--- config.mk ---
export PLATFORM = sky130hd
export DESIGN_NAME = bus_term_ctrl
export DESIGN_NICKNAME = d
export VERILOG_FILES = /design/src/rtl/bus_term_ctrl.sv
export SDC_FILE = /design/constraint.sdc
export NUM_CORES = 1
export LEC_CHECK = 0
export CORE_AREA = 2 2 39 41
export DETAILED_ROUTE_END_ITERATION = 10
export DIE_AREA = 0 0 41 43
export PLACE_DENSITY = 0.58
export SYNTH_ARGS = -nofsm -noshare
export SYNTH_HDL_FRONTEND = slang
export SYNTH_SLANG_ARGS = --single-unit
--- constraint.sdc ---
create_clock -name sysClk -period 2 [get_ports sysClk]
set_input_delay 0.4 -clock sysClk [delete_from_list [all_inputs] [get_ports sysClk]]
set_output_delay 0.4 -clock sysClk [all_outputs]
set_load 0.01 [all_outputs]
--- src/rtl/bus_term_ctrl.sv ---
// bus_term_ctrl: merges the per-peripheral active-low DSACK pairs into the CPU
// nDSACK pair and terminates cycles that nobody acknowledges with a bus error.
// Optional feature macro: BUS_WATCHDOG_EN builds the timeout counter, the BERR
// state and the sticky error flag. Without it WAIT waits for an ack or nAS
// negation indefinitely, nBerr stays 1 and errFlag stays 0.
module bus_term_ctrl #(
    parameter int NUM_SRC        = 4,
    parameter int TIMEOUT_CYCLES = 250
) (
    input  logic                 sysClk,
    input  logic                 nReset,
    input  logic                 nAS,
    input  logic [2*NUM_SRC-1:0] nDsackSrc,
    input  logic                 clrErr,
    output logic [1:0]           nDsack,
    output logic                 nBerr,
    output logic                 errFlag,
    output logic [1:0]           cycState
);

    typedef enum logic [1:0] {
        IDLE = 2'd0,
        WAIT = 2'd1,
        ACK  = 2'd2,
        BERR = 2'd3
    } state_t;

    state_t     state_q, state_d;
    logic [1:0] dsack_q, dsack_d;
    logic       berr_n_q, berr_n_d;
    logic [1:0] combined;

`ifdef BUS_WATCHDOG_EN
    localparam int CNT_W = $clog2(TIMEOUT_CYCLES) + 1;
    localparam logic [CNT_W-1:0] CNT_LAST = CNT_W'(TIMEOUT_CYCLES - 1);

    logic [CNT_W-1:0] cnt_q, cnt_d;
    logic             err_q, err_d;
`else
    // Timeout and clear inputs have no function when the watchdog is absent.
    localparam int unused_timeout = TIMEOUT_CYCLES;
    logic unused_clr;
    assign unused_clr = clrErr;
`endif

    // Wired-AND merge: a DSACK bit is asserted if any source pulls it low.
    always_comb begin
        combined = 2'b11;
        for (int i = 0; i < NUM_SRC; i++) begin
            combined[0] = combined[0] & nDsackSrc[2*i];
            combined[1] = combined[1] & nDsackSrc[2*i+1];
        end
    end

    // Next-state and next-output logic for the termination FSM.
    always_comb begin
        state_d  = state_q;
        dsack_d  = dsack_q;
        berr_n_d = berr_n_q;
`ifdef BUS_WATCHDOG_EN
        // Counter only advances while waiting; every other path clears it.
        cnt_d    = '0;
        // Clear first so a same-edge BERR entry below overrides it.
        err_d    = clrErr ? 1'b0 : err_q;
`endif
        case (state_q)
            IDLE: begin
                dsack_d  = 2'b11;
                berr_n_d = 1'b1;
                if (!nAS) state_d = WAIT;
            end
            WAIT: begin
                if (nAS) begin
                    // Aborted cycle: leave without terminating.
                    state_d = IDLE;
                end else if (combined != 2'b11) begin
                    // Ack beats a coincident timeout.
                    state_d = ACK;
                    dsack_d = combined;
`ifdef BUS_WATCHDOG_EN
                end else if (cnt_q == CNT_LAST) begin
                    state_d  = BERR;
                    berr_n_d = 1'b0;
                    err_d    = 1'b1;
                end else begin
                    cnt_d = (cnt_q == '1) ? cnt_q : cnt_q + 1'b1;
`endif
                end
            end
            ACK: begin
                // Latched DSACK holds until the CPU negates address strobe.
                if (nAS) begin
                    state_d = IDLE;
                    dsack_d = 2'b11;
                end
            end
`ifdef BUS_WATCHDOG_EN
            BERR: begin
                // Late DSACKs are ignored; only nAS negation ends the cycle.
                dsack_d = 2'b11;
                if (nAS) begin
                    state_d  = IDLE;
                    berr_n_d = 1'b1;
                end
            end
`endif
            default: begin
                state_d  = IDLE;
                dsack_d  = 2'b11;
                berr_n_d = 1'b1;
            end
        endcase
    end

    // State and output registers; synchronous reset overrides everything.
    always_ff @(posedge sysClk) begin
        if (!nReset) begin
            state_q  <= IDLE;
            dsack_q  <= 2'b11;
            berr_n_q <= 1'b1;
`ifdef BUS_WATCHDOG_EN
            cnt_q    <= '0;
            err_q    <= 1'b0;
`endif
        end else begin
            state_q  <= state_d;
            dsack_q  <= dsack_d;
            berr_n_q <= berr_n_d;
`ifdef BUS_WATCHDOG_EN
            cnt_q    <= cnt_d;
            err_q    <= err_d;
`endif
        end
    end

    assign nDsack   = dsack_q;
    assign nBerr    = berr_n_q;
    assign cycState = state_q;
`ifdef BUS_WATCHDOG_EN
    assign errFlag  = err_q;
`else
    assign errFlag  = 1'b0;
`endif

endmodule

======== Word-level counts from Yosys, hierarchy flattened ========
Cells that the tools add are included.
storage, ports and cells
  flip-flop bits (word level) ............. 4
  bits in latches ......................... 0
  memory bits (writable) .................. 0
  bits in read-only memories .............. 0
  word-level logic and storage cells ...... 28
  memories kept ........................... 0
cells by class
  $add $sub $neg .......................... 0
  multiply operators ...................... 0
  divide/modulo/power cells ............... 0
  order comparisons ....................... 0
  eq/ne operators ......................... 8
  shifts and indexed selects .............. 0
  muxes and demuxes ....................... 9
  bitwise operators ....................... 6
  reductions and logical operators ........ 3
operators with widths
  cell                                           count
  two-way mux 2 bit                              7
  inequality test 2 bit, second input constant   5
  bitwise AND 1 bit                              6
  case mux 2 bit (3 select lines)                1
  AND reduction 3 bit                            2
  case mux 2 bit (2 select lines)                1
  inequality test 3 bit, second input constant   1
  == test 2 x 1 -> 1 bit, second input constant  1
  == test 2 bit, second input constant           1
  logical NOT 2 bit                              1

======== Logic depth before layout (Yosys ltp) ========
Gate-level depths: netlist of run 1.
  word-level depth ........................ 7
  mapped depth ............................ 3

======== Least setup slack after synthesis of run 1 ========
Ideal clock, no wire load.
  path kind ............................... input -> register
  start ................................... input port nDsackSrc[7]
  end ..................................... register dsack_q[0], in the netlist nDsack[0]
  setup time .............................. 124 ps
  data arrival time ....................... 833 ps
  required time ........................... 1876 ps
  path slack .............................. 1042 ps
  stages on the path ...................... 3
  buffers on the path ..................... 0
  path through ............................ nand4_2 -> a211oi_1 -> o31ai_1
on the way
  longest elaborated chain between the ends .. 4
ends and longest elaborated chain
  item                             RTL line  source
  from (decl)                      13        input logic [2*NUM_SRC-1:0] nDsackSrc,
  bitwise AND 1 bit                51        combined[1] = combined[1] & nDsackSrc[2*i+1];
  inequality test 2 bit            76        end else if (combined != 2'b11) begin
  inequality test 2 bit (no line)  -
  AND reduction 3 bit (no line)    -
  to (signal assigned)             127       dsack_q <= dsack_d;
  to (decl)                        29        logic [1:0] dsack_q, dsack_d;
No other way between the ends.
A chain may end at the register's enable or synchronous reset.

======== Worst setup path after layout of run 1 ========
  start ................................... register state_q[0], in the netlist cycState[0]
  end ..................................... output port cycState[0]
RTL lines
  item                    RTL line  source
  from (decl)             28        state_t state_q, state_d;
  from (signal assigned)  126       state_q <= state_d;
  to (decl)               18        output logic [1:0] cycState
No word-level cell between the ends.

==> impl_metrics.yaml, run 1 <==
status:
  status: "complete, no violations"
sta:
  rsz0062_at_grt: "no"
  fmax_mhz: 626
  hold_viol: 0
  whs_ns: 0.475
  tns_ns: 0
  finalCritPeriodShare: 0.799
  finalSetupViolations: 0
  fin_skew_ns: 0.00529
  slew_viol_final: 0
  finalCriticalPeriod_ns: 1.60
synthesis:
  ys_ff_latch: 4
  synth_fp_nets: 38
  syn-cell-area_sq_um: 235
  synth_cell_types: 15
  synth_cells: 26
  synthArstFlopShare: 0
  syn_area_per_cell_sq_um: 9.05
  yosys_warnings: 0
  synth_most_common_cell: "dfxtp_1"
  synth_top_area_share: 0.340
  synthFlopType: "dfxtp_1"
  synth_top_cells_by_area: "dfxtp_1 34%, nand4_2 11%, nor3_1 6.4%"
  synth_common_cells: "4 x dfxtp_1, 3 x nor3_1"
  synth_edf_count: 0
  yosys.area.top_type: "dfxtp_1"
  synth-seq-area-share: 0.340
die:
  core_sq_um: 1380
  die_h_microns: 43
  start_util: 0.170
  die_w_microns: 41
  num_io_pins: 18
  std_cell_rows: 14
  design.die.area_sq_um: 1760
power:
  totalPowerFinal_uw: 229
  internal-power_uw: 179
  ir_drop_v: 0.000218
  power_frac_clock: 0.425
  p_seq_frac: 0.379
  total_leakage_power_uw: 0.000147
  power.combinational.fraction: 0.196
  powerDensity_nw_per_um2: 568
  p_sw_uw: 49.8
  p_sw_frac: 0.218
clock_tree:
  cts_num_sinks: 4
  cts_hold_buffers: 0
  clk_pin_slew_ns: 0.03
  h-tree-depth: 1
  post-cts-setup-buffers: 0
  root_buffer: "clkbuf_4"
  tritoncts: "done"
  numCtsBuffers: 3
  clock_latency_ns: 0.23
  clk_path_buf_depth: 2
  cts_resized: 0
place:
  placed_cells: 54
  gp_congestion: 0.622
  hpwlAfterDp_microns: 467
  io_buffers: 14
layout:
  num-fill-cells: 157
  final_layout_size_suffix_gt1_frac: 0.146
  synthToLayoutAreaGrowth_pct: 71.3
  stdcell_count: 57
  fin_util: 0.291
  nNetsFinal: 55
  diodes: 0
route:
  ant_nets: 0
  wl_microns: 582
  via_per_inst: 3.98
  drc: 0
  wl_per_cell_microns: 10.2
  drtPass1Iterations: 1
  dr.first_iter.drc_count: 0
  vias: 227
global_route:
  grt_start_max_net_pins: 6
  grt_pass1_wl_microns: 876
  grt_usage: 0.0782
  overflow: 0
  grt_pass1_vias: 225
  antenna_found_initial: 0
setup_path:
  critPathMaxFanout: 4
  path_cells: "clkdlybuf4s50_1"
  crit_path_start_kind: "flip-flop"
  crit_type: "reg2out"
  arrival_ns: 1.20
  critical_path_buf_inv_count: 1
  cpLargestDelayFamily: "buffers and inverters"
  worstPathRequired_ns: 1.60
  slowest_stage: "clkdlybuf4s50_1"
  worstSetupEndpointType: "primary output"
  crit_path_max_incr_delay_ns: 0.57
run:
  drv_cap: 0
worst_hold_path:
  hp-class: "reg2reg"
## placed cells by master, fill, tap and decap left out
master           instances
o21bai_1                 1
dfxtp_1                  4
conb_1                   2
o31ai_1                  2
inv_1                    1
a21oi_1                  1
nor3b_1                  2
o21a_1                   1
a211oi_1                 2
nand4_2                  2
nand2b_4                 1
nand2_1                  1
clkbuf_4                 3
clkdlybuf4s50_1         14
nor3_1                   3
nand2b_1                 1
## through the flow
stage | cell area (sq um) | setup WS, ns
global placement | 380 | 0.436
finish | 403 | 0.403
detailed placement | 380 | 0.422
global route | 403 | 0.363
CTS | 403 | 0.379
floorplan | 235 | 1.04
## metal layers
layer	GRT usage	up-vias	part of all wire
li1	-	122	-
met1	0.0929	93	0.42
met2	0.0938	12	0.43
met3	0.0366	0	0.14
met4	0.0800	0	0
met5	0	-	0
## cell type report
cell class	instances	area [sq um]	area share
Inverter	1	3.75	0.00932
Timing Repair Buffer	14	140	0.348
Tap cell	16	20.0	0.0497
Clock buffer	3	22.5	0.0559
Multi-Input combinational cell	19	136	0.339
Sequential cell	4	80.1	0.199
## state kept, by name, indices dropped and copies added (netlist names)
name      cells
cycState      2
nDsack        2
## kinds of logic (layout without fill, tap and decap cells)
group	count (synthesis)	after routing	share of synthesized area
DFF	4	4	0.340
buffers and inverters	3	18	0.0798
other	2	2	0.0319
AOI/OAI and AO/OA	7	7	0.213
and+or+nand+nor	10	10	0.335
## path summary, 6_finish.rpt
kind | startpoint | cells after the start | to | slack (ns)
max | cycState[0] | 1 | cycState[0] | 0.40
min | cycState[1] | 1 | cycState[0] | 0.48
max reg2reg | cycState[0] | 3 | nDsack[0] | 1.02
min reg2reg | cycState[1] | 1 | cycState[0] | 0.48
## power by group through the flow
| stage | combinational, uW | sequential (uW) | clock, uW |
|---|---|---|---|
| global placement | 44.9 | 88.0 | 0 |
| global route | 49.5 | 87.0 | 107 |
| finish | 45.0 | 86.7 | 97.4 |
| floorplan | 16.0 | 89.0 | 0 |
| detailed placement | 45.3 | 88.0 | 0 |
| CTS | 45.5 | 86.7 | 103 |
No activity file was read; power rests on OpenSTA's default activity.
==> run 2: changes to the inputs <==
==> constraint.sdc (replaced) <==
create_clock -name sysClk -period 1.6 [get_ports sysClk]
set_input_delay 0.32 -clock sysClk [delete_from_list [all_inputs] [get_ports sysClk]]
set_output_delay 0.32 -clock sysClk [all_outputs]
set_load 0.01 [all_outputs]
==> impl_metrics.yaml, run 2 (same netlist as run 1, synthesis figures left out) <==
setup_path:
  crit_type: "reg2out"
  r2r_setup_slack_ns: 0.62
  arrival_ns: 1.20
  slowest_stage: "clkdlybuf4s50_1"
  cp-endpoint: "cycState[0]"
  crit_path_max_incr_delay_ns: 0.57
  crit_start: "cycState[0]"
  worstPathRequired_ns: 1.28
  critical_path_buf_inv_count: 1
  worstSetupEndpointType: "primary output"
  crit_path_start_kind: "flip-flop"
  crit_cells: 1
  reg2reg_depth: 3
  critPathMaxFanout: 4
  path_cells: "clkdlybuf4s50_1"
  cpLargestDelayFamily: "buffers and inverters"
  reg2reg_from: "cycState[0]"
  reg2reg_to: "nDsack[1]"
power:
  p_sw_frac: 0.218
  power_frac_clock: 0.427
  ir_drop_v: 0.000260
  internal-power_uw: 224
  p_seq_frac: 0.378
  p_sw_uw: 62.5
  powerDensity_nw_per_um2: 711
  totalPowerFinal_uw: 286
  power.combinational.fraction: 0.195
  total_leakage_power_uw: 0.000147
layout:
  diodes: 0
  multiInputGateArea_sq_um: 136
  synthToLayoutAreaGrowth_pct: 71.3
  nNetsFinal: 55
  final_common_cell: "clkdlybuf4s50_1"
  regArea_sq_um: 80.1
  final_layout_size_suffix_gt1_frac: 0.146
  stdcell_count: 57
  num-fill-cells: 148
  final_cell_mix: "14 x clkdlybuf4s50_1, 4 x dfxtp_1, 3 x nor3_1, 3 x clkbuf_4"
place:
  placed_cells: 54
  gp_congestion: 0.615
  io_buffers: 14
  hpwlAfterDp_microns: 476
route:
  wl_microns: 570
  vias: 246
  wl_per_cell_microns: 10.0
  drc: 0
  ant_nets: 0
  drtPass1Iterations: 4
  dr.first_iter.drc_count: 2
  via_per_inst: 4.32
global_route:
  grt_start_max_net_pins: 6
  antenna_found_initial: 0
  grt_pass1_wl_microns: 883
  grt_usage: 0.0793
  grt_pass1_vias: 248
  overflow: 0
sta:
  tns_ns: 0
  fmax_mhz: 657
  hold_viol: 0
  finalCriticalPeriod_ns: 1.52
  rsz0062_at_grt: "no"
  finalCritPeriodShare: 0.951
  fin_skew_ns: 0.00597
  finalSetupViolations: 0
  slew_viol_final: 0
die:
  num_io_pins: 18
  start_util: 0.170
  std_cell_rows: 14
  design.die.area_sq_um: 1760
  die_w_microns: 41
  core_sq_um: 1380
  die_h_microns: 43
worst_hold_path:
  hp-class: "reg2reg"
clock_tree:
  cts_hold_buffers: 0
  numCtsBuffers: 3
  root_buffer: "clkbuf_4"
  cts_num_sinks: 4
  tritoncts: "done"
  clock_latency_ns: 0.23
  post-cts-setup-buffers: 0
  cts_resized: 0
  clk_pin_slew_ns: 0.03
  clk_path_buf_depth: 2
  h-tree-depth: 1
status:
  status: "complete, no violations"
run:
  drv_cap: 0
[run 2: cell counts in the layout (fill, tap and decap cells not counted)]
Identical to the previous run, type by type.
[run 2: final cells by class]
| class | count | area share |
|---|---|---|
| Clock buffer | 3 | 0.0559 |
| Sequential cell | 4 | 0.199 |
| Timing Repair Buffer | 14 | 0.348 |
| Multi-Input combinational cell | 19 | 0.339 |
| Inverter | 1 | 0.00932 |
| Tap cell | 16 | 0.0497 |
[run 2: how the worst min path moves through the flow]
| stage | cells past startpoint | endpoint | start | slack, ns |
|---|---|---|---|---|
| 6_report | 1 | cycState[0] | cycState[1] | 0.48 |
| 5_1_grt | 1 | cycState[0] | cycState[1] | 0.51 |
| 4_1_cts | 1 | cycState[0] | cycState[1] | 0.48 |
| 3_5_place_dp | 1 | cycState[0] | cycState[1] | 0.47 |
| 3_3_place_gp | 1 | cycState[0] | cycState[1] | 0.48 |
| 2_1_floorplan | 1 | nDsack[0] | nReset | 0.39 |
[run 2: through the flow]
| step | area (sq um) | hold WS (ns) | util | setup WS, ns |
|---|---|---|---|---|
| 2_1_floorplan | 235 | 0.391 | - | 0.672 |
| 3_3_place_gp | 380 | 0.476 | 0.275 | 0.127 |
| 3_5_place_dp | 380 | 0.473 | 0.275 | 0.119 |
| 4_1_cts | 403 | 0.480 | 0.291 | 0.0594 |
| 5_1_grt | 403 | 0.510 | 0.291 | 0.0446 |
| 6_report | 403 | 0.477 | 0.291 | 0.0787 |
[run 2: power groups by stage]
stage	clock network (uW)	logic [uW]	registers [uW]
6_report	122	55.9	108
4_1_cts	129	56.4	109
2_1_floorplan	0	20.0	111
3_5_place_dp	0	56.4	110
5_1_grt	134	61.5	109
3_3_place_gp	0	55.9	110
[run 2: worst register-to-register path, cell delays in order, from the launching register on]
cell and delay [ns]:
dfxtp_1 0.41, nand2b_1 0.19, nor3_1 0.06, o31ai_1 0.24
[run 2: layer usage]
| layer | vias up | part of all wire | GRT usage |
|---|---|---|---|
| met4 | 0 | 0 | 0.0800 |
| met2 | 12 | 0.47 | 0.109 |
| li1 | 122 | - | - |
| met1 | 112 | 0.37 | 0.0836 |
| met3 | 0 | 0.16 | 0.0314 |
| met5 | - | 0 | 0 |
